<file path="src/rtl/lpc_io_dispatcher.sv">
// LPC I/O request dispatcher: decodes the peripheral's I/O address onto one of
// up to four internal targets, strobes it, and waits for an ack with timeout.
module lpc_io_dispatcher #(
    parameter int          NUM_TGT     = 4,
    parameter logic [63:0] TGT_BASE    = 64'h0080_03F8_0060_002E,
    parameter logic [63:0] TGT_MASK    = 64'hFFFF_FFF8_FFFB_FFFE,
    parameter int          TIMEOUT_CYC = 64
) (
    input  logic                 clk_i,
    input  logic                 nrst_i,
    input  logic [15:0]          periph_addr_i,
    input  logic [7:0]           periph_wdata_i,
    input  logic                 periph_wr_req_i,
    input  logic                 periph_rd_req_i,
    output logic                 periph_wr_done_o,
    output logic [7:0]           periph_rdata_o,
    output logic                 periph_rd_valid_o,
    output logic [NUM_TGT-1:0]   tgt_sel_o,
    output logic [15:0]          tgt_addr_o,
    output logic [7:0]           tgt_wdata_o,
    output logic                 tgt_wr_o,
    output logic                 tgt_rd_o,
    input  logic [NUM_TGT-1:0]   tgt_ack_i,
    input  logic [8*NUM_TGT-1:0] tgt_rdata_i,
    output logic                 err_o,
    input  logic                 err_clr_i,
    output logic [7:0]           timeout_cnt_o
);

    typedef enum logic [2:0] {
        S_IDLE,
        S_ISSUE,
        S_WAIT,
        S_DONE,
        S_RELEASE
    } state_t;

    localparam logic [7:0] WAIT_LAST = 8'(TIMEOUT_CYC - 1);

    state_t               state_reg;
    logic                 is_wr_reg;
    logic [7:0]           wait_cnt_reg;
    logic [NUM_TGT-1:0]   addr_match;
    logic [NUM_TGT-1:0]   pick_sel;
    logic                 pick_hit;
    logic                 ack_sel;
    logic [7:0]           rdata_sel;
    logic                 req_live;

    generate
        for (genvar gi = 0; gi < NUM_TGT; gi++) begin : g_match
            assign addr_match[gi] =
                ((periph_addr_i & TGT_MASK[16*gi +: 16]) ==
                 (TGT_BASE[16*gi +: 16] & TGT_MASK[16*gi +: 16]));
        end
    endgenerate

    // Scanning downwards leaves the lowest matching index as the winner.
    always_comb begin
        pick_sel = '0;
        pick_hit = 1'b0;
        for (int i = NUM_TGT - 1; i >= 0; i--) begin
            if (addr_match[i]) begin
                pick_sel    = '0;
                pick_sel[i] = 1'b1;
                pick_hit    = 1'b1;
            end
        end
    end

    always_comb begin
        rdata_sel = 8'h00;
        for (int i = 0; i < NUM_TGT; i++) begin
            if (tgt_sel_o[i]) rdata_sel = tgt_rdata_i[8*i +: 8];
        end
    end

    assign ack_sel  = |(tgt_ack_i & tgt_sel_o);
    assign req_live = is_wr_reg ? periph_wr_req_i : periph_rd_req_i;

    always_ff @(posedge clk_i or negedge nrst_i) begin
        if (!nrst_i) begin
            state_reg         <= S_IDLE;
            is_wr_reg         <= 1'b0;
            wait_cnt_reg      <= 8'h00;
            periph_wr_done_o  <= 1'b0;
            periph_rdata_o    <= 8'h00;
            periph_rd_valid_o <= 1'b0;
            tgt_sel_o         <= '0;
            tgt_addr_o        <= 16'h0000;
            tgt_wdata_o       <= 8'h00;
            tgt_wr_o          <= 1'b0;
            tgt_rd_o          <= 1'b0;
            err_o             <= 1'b0;
            timeout_cnt_o     <= 8'h00;
        end else begin
            tgt_wr_o          <= 1'b0;
            tgt_rd_o          <= 1'b0;
            periph_wr_done_o  <= 1'b0;
            periph_rd_valid_o <= 1'b0;
            // A timeout set further down overrides this clear on the same edge.
            if (err_clr_i) err_o <= 1'b0;

            case (state_reg)
                S_IDLE: begin
                    if (periph_wr_req_i || periph_rd_req_i) begin
                        is_wr_reg  <= periph_wr_req_i;
                        tgt_addr_o <= periph_addr_i;
                        if (periph_wr_req_i) tgt_wdata_o <= periph_wdata_i;
                        if (pick_hit) begin
                            tgt_sel_o <= pick_sel;
                            tgt_wr_o  <= periph_wr_req_i;
                            tgt_rd_o  <= !periph_wr_req_i;
                            state_reg <= S_ISSUE;
                        end else begin
                            // Unclaimed: writes vanish, reads float high.
                            periph_wr_done_o  <= periph_wr_req_i;
                            periph_rd_valid_o <= !periph_wr_req_i;
                            if (!periph_wr_req_i) periph_rdata_o <= 8'hFF;
                            state_reg <= S_DONE;
                        end
                    end
                end
                S_ISSUE: begin
                    wait_cnt_reg <= 8'h00;
                    if (!req_live) begin
                        tgt_sel_o <= '0;
                        state_reg <= S_IDLE;
                    end else begin
                        state_reg <= S_WAIT;
                    end
                end
                S_WAIT: begin
                    if (!req_live) begin
                        tgt_sel_o <= '0;
                        state_reg <= S_IDLE;
                    end else if (ack_sel) begin
                        periph_wr_done_o  <= is_wr_reg;
                        periph_rd_valid_o <= !is_wr_reg;
                        if (!is_wr_reg) periph_rdata_o <= rdata_sel;
                        state_reg <= S_DONE;
                    end else if (wait_cnt_reg == WAIT_LAST) begin
                        periph_wr_done_o  <= is_wr_reg;
                        periph_rd_valid_o <= !is_wr_reg;
                        if (!is_wr_reg) periph_rdata_o <= 8'hFF;
                        err_o <= 1'b1;
                        if (timeout_cnt_o != 8'hFF) timeout_cnt_o <= timeout_cnt_o + 8'd1;
                        state_reg <= S_DONE;
                    end else begin
                        wait_cnt_reg <= wait_cnt_reg + 8'd1;
                    end
                end
                S_DONE: begin
                    tgt_sel_o <= '0;
                    state_reg <= S_RELEASE;
                end
                S_RELEASE: begin
                    if (!req_live) state_reg <= S_IDLE;
                end
                default: state_reg <= S_IDLE;
            endcase
        end
    end

endmodule

</file>
<file path="config.mk">
export PLATFORM = sky130hd
export DESIGN_NAME = lpc_io_dispatcher
export DESIGN_NICKNAME = d
export VERILOG_FILES = /design/src/rtl/lpc_io_dispatcher.sv
export SDC_FILE = /design/constraint.sdc
export NUM_CORES = 1
export LEC_CHECK = 0
export CAP_MARGIN = 30
export CORE_ASPECT_RATIO = 0.6
export CORE_MARGIN = 8
export CORE_UTILIZATION = 44
export DETAILED_ROUTE_END_ITERATION = 6
export PLACE_DENSITY = 0.78
export SLEW_MARGIN = 10
export SYNTH_ARGS = -nofsm -noshare
export SYNTH_HDL_FRONTEND = slang
export SYNTH_SLANG_ARGS = --single-unit
</file>
<file path="constraint.sdc">
create_clock -name clk_i -period 2.8 [get_ports clk_i]
set_clock_uncertainty 0.1 [all_clocks]
set_input_delay 0.42 -clock clk_i [delete_from_list [all_inputs] [get_ports clk_i]]
set_output_delay 0.42 -clock clk_i [all_outputs]
set_load 0.01 [all_outputs]
</file>
* Yosys cells after proc, flatten, opt, wreduce, memory -nomap -nowiden
Index checks and enable logic that the tools add are counted.
Widths: inputs -> output; s select.
** Word-level totals
- Input bits :: 65
- Logic and storage cells :: 117
- Bits in registers :: 61
- Output and inout port bits :: 49
** Cells by class
- Eq/ne operators :: 23
- Muxes and demuxes :: 61
- Reduce and logical (&&, ||, !) cells :: 16
- Add/subtract/negate cells :: 2
- Bitwise logic cells :: 2
** Operators by type and width (number)
- $mux 8 :: 15
- $pmux 8 s2 :: 2
- $mux 4 :: 7
- $mux 1 :: 26
- $ne 2x2->1 const B :: 9
- $add 8x1->8 const B :: 2
- $eq 16x8->1 const B :: 1
- $eq 15x5->1 const B :: 1
- $eq 15x6->1 const B :: 1
- $mux 3 :: 5
- $pmux 3 s5 :: 1
- $eq 13x7->1 const B :: 1
- $pmux 4 s3 :: 1
- $ne 3x3->1 const B :: 3
- $eq 8x6->1 const B :: 1
- $ne 8x8->1 const B :: 1
- $reduce_and 4->1 :: 2
- $reduce_and 8->1 :: 1
- $eq 3x2->1 const B :: 2
- $reduce_and 3->1 :: 2
- $reduce_and 5->1 :: 1
- $and 4x4->4 :: 1
- $mux 2 :: 2
- $ne 4x4->1 const B :: 1
- 12 further kinds :: 15

* Logic depth before layout (Yosys ltp)
- Depth after elaboration :: 8
- Gate-level depth with buffers :: 7
- Gate-level depth less buffers :: 6

* Worst setup path after synthesis
Ideal clock, no wire load.
- Path type :: register to register
- Start :: reg wait_cnt_reg[0]
- End :: reg periph_rdata_o[0]
- Cell stages (with the launch flop) :: 8
- Period minus slack after synthesis :: 2166 ps
- Path buffers :: 1
- Path slack :: 634 ps
- Library setup time :: 125 ps
- Arrival :: 1941 ps
- Data required time :: 2575 ps
- Path through :: dfrtp_1 -> ha_1 -> nand3_1 -> or4_4 -> a21oi_4 -> a32o_1 -> buf_6 -> mux2_4
** Between the ends
- Longest elaborated chain between the ends :: 3
- Elaborated cells between the ends (all ways) :: 4
- Classes of those cells :: eq/ne: 3; reduce/logical: 1
** Ends and longest elaborated chain
- from (decl) :: RTL line 42 : logic [7:0] wait_cnt_reg;
- from (signal assigned) :: RTL line 150 : wait_cnt_reg <= wait_cnt_reg + 8'd1;
- $eq 8x6->1 (*) :: RTL line 142 : end else if (wait_cnt_reg == WAIT_LAST) begin
- $ne 3x3->1 (no line)
- $reduce_and 8->1 (no line) (*)
- to (signal assigned) :: RTL line 140 : if (!is_wr_reg) periph_rdata_o <= rdata_sel;
- to (decl) :: RTL line 16 : output logic [7:0] periph_rdata_o,
Every way passes the cells marked *; elsewhere a longest branch is shown, timed or not.
A chain may end at the register's enable or synchronous reset.

* Final worst setup path
- Start :: reg wait_cnt_reg[1]
- End :: reg periph_rdata_o[2]
Same word-level chain as after synthesis.

==> flow_summary.toml <==
[outcome]
status = "complete, no violations"

[sta]
slew_headroom = 0.514
rsz0062_at_grt = "false"
final.min_clock_period_ns = 2.58
worstMarginPinSlew_ns = 0.727
fmax_mhz = 387
drv_slew = 0
setup_ws_ns = 0.216
setup_viol = 0
hold_viol_final = 0
period_share = 0.923

[setup_path]
ff2ff_path_depth = 6
cp-start-kind = "register"
path_class = "register to register"
slowest_delay_ns = 0.58
crit_chain = "ha_1 > nand3_1 > or4_4 > a21oi_4 > a32o_1 > mux2_4"
end_kind = "register"
cp.arrival_ns = 2.69
worstPathMaxFanout = 9
crit_path_top_delay_cell = "a32o_1"
worstPathRequired_ns = 2.91

[drt]
drtIter0Drc = 131
wl_per_cell_um = 17.8
wl_met1_um = 3590
highest_layer = "met4"
dr_wl_met2_um = 4000
met3RoutedLength_um = 937
firstDrtPassIters = 4
routed-via-count = 2581
vias_per_cell = 5.35
routed_wl_um = 8570
ant_nets = 0
drc = 0

[synthesis]
ys_seq_area_frac = 0.504
yosysMostFrequentCell = "dfrtp_1"
synth_area_per_cell_um2 = 11.4
synth-seq-cells = 61
syn_area_um2 = 3030
synth_top_area_share = 0.504
synth_edf_count = 0
synth_ff_type = "dfrtp_1"
synth_cell_types = 52
synthTopCellsByCount = "dfrtp_1 (61), mux2_2 (32), nor2_1 (23)"
synthArstFlopShare = 1.00
ys_warn_count = 0
ys_top_cells_by_area = "dfrtp_1 (50%), mux2_2 (12%), mux2_4 (4.0%)"
synth_nets = 332
synth_top_area_cell = "dfrtp_1"
syn_inst = 265

[grt]
grt_pass1_wl_um = 14000
overflow = 0
grt_pass1_vias = 2791
antenna_found_initial = 0
grt_max_degree = 33
grt_util_all_layers = 0.179

[place]
globalplace.congestion = 0.812
io_buffers = 113
hpwl_um = 6400
place_ws_ns = -0.0661
dpl_cell_area_um2 = 4310
dpl.cell_count = 466

[cts]
clk_pin_slew_ns = 0.05
cts_tree = "done"
cts.sink_count = 61
clockBufferDepth = 2
cts_setup_buffers = 0
cts-root-buf = "clkbuf_16"
cts_buffers = 9
cts.repair.resized = 0
ctsHoldBuffers = 0
clock_latency_ns = 0.32
htree_levels = 3

[floorplanning]
design.core.area_um2 = 6680
start_util = 0.454
die_x_um = 123
io-pin-count = 114
rows = 23
die_h_um = 80.3
die_area_um2 = 9890

[layout]
finish.utilization = 0.695
antenna_cells = 0
max_flop_register = "tgt_addr_o"
fin_nets = 457
stdcell_count = 482
layout-drive-gt1-share = 0.208
fin_area_um2 = 4640
syn_to_final_growth_pct = 53.1
largest_reg_flops = 16

[job]
drv_cap = 0

[power]
powerDensity_nw_per_um2 = 836
vdd.ir_drop.worst_mv = 0.588
power.leakage_uw = 0.00186

[worst_hold_path]
hold_class = "input port to asynchronous set/reset pin"
[worst max-delay path, delay by kind of cell (launching register included)]
family	cells	cell delay, ns
AOI/OAI and AO/OA	2	0.78
adders and majority gates	1	0.18
DFF	1	0.38
muxes	1	0.35
and+or+nand+nor	2	0.68
[cell families (layout without fill, tap and decap cells)]
kind of cell / count (synthesis) / after routing / synth area share
DFF: 61 / 61 / 0.504
adders and majority gates: 2 / 2 / 0.00826
muxes: 40 / 40 / 0.159
and+or+nand+nor: 96 / 96 / 0.167
buffers and inverters: 16 / 146 / 0.0244
AOI/OAI and AO/OA: 39 / 39 / 0.106
xor gates and xnor gates: 11 / 11 / 0.0318
[per-stage QoR]
step | setup TNS [ns] | power (µW) | hold WS, ns
5_1_grt | 0 | 4080 | 0.104
2_1_floorplan | 0 | 2010 | 0.0244
3_3_place_gp | -0.0326 | 2650 | 0.379
3_5_place_dp | -0.479 | 2690 | 0.386
6_report | 0 | 3880 | 0.0438
4_1_cts | 0 | 3910 | 0.0649
[placed cells by master (no fill, tap or decap), drive strengths merged, types with 2 or more instances in the layout]
cell           Yosys  final
clkdlybuf4s50      0    112
dfrtp             61     61
mux2              40     40
nor2              24     24
nand2             22     22
buf                8     13
clkbuf             3     10
nand3              8      8
xnor2              8      8
a221oi             8      8
o311ai             8      8
a21oi              8      8
nor2b              6      6
nor3               6      6
nand4              5      5
inv                4      4
and2               4      4
clkinv             1      4
nor4               3      3
xor2               3      3
and3               3      3
a22oi              2      2
or3b               2      2
or4b               2      2
a32o               2      2
o21ai              2      2
nand2b             2      2
and4               2      2
o22ai              2      2
ha                 2      2
bufinv             0      2
or4                2      2
[report_power, final]
group          internal [µW]  switching, µW
Sequential              1130            169
Combinational            826            560
Clock                    800            389
Total                   2760           1120
[final cells by class]
cell class | count | area, µm²
clock buffers | 10 | 239
clock inverters | 6 | 86.3
fillers | 502 | 2040
inverters | 5 | 18.8
multi-input cells | 188 | 1430
flip-flops and latches | 61 | 1530
well taps | 87 | 109
repair buffers | 125 | 1230
[final timing paths]
| check | slack (ns) | start | endpoint |
|---|---|---|---|
| worst min-delay path | 0.04 | nrst_i | timeout_cnt_o[5]$_DFFE_PN0P_ |
| worst min register to register | 0.39 | timeout_cnt_o[5]$_DFFE_PN0P_ | timeout_cnt_o[5]$_DFFE_PN0P_ |
| max in group asynchronous | 1.95 | nrst_i | tgt_addr_o[3]$_DFFE_PN0P_ |
| worst max register to register | 0.22 | wait_cnt_reg[1]$_DFFE_PN0P_ | periph_rdata_o[2]$_DFFE_PN0P_ |
| min in group clk_i | 0.39 | timeout_cnt_o[5]$_DFFE_PN0P_ | timeout_cnt_o[5]$_DFFE_PN0P_ |
| worst max-delay path | 0.22 | wait_cnt_reg[1]$_DFFE_PN0P_ | periph_rdata_o[2]$_DFFE_PN0P_ |
[layer usage]
layer | vias to the layer above | GRT usage
met2 | 99 | 0.280
met4 | 0 | 0.0358
met3 | 6 | 0.0903
met5 | - | 0
li1 | 1227 | -
met1 | 1249 | 0.218
(Power assumes the default switching activity.)
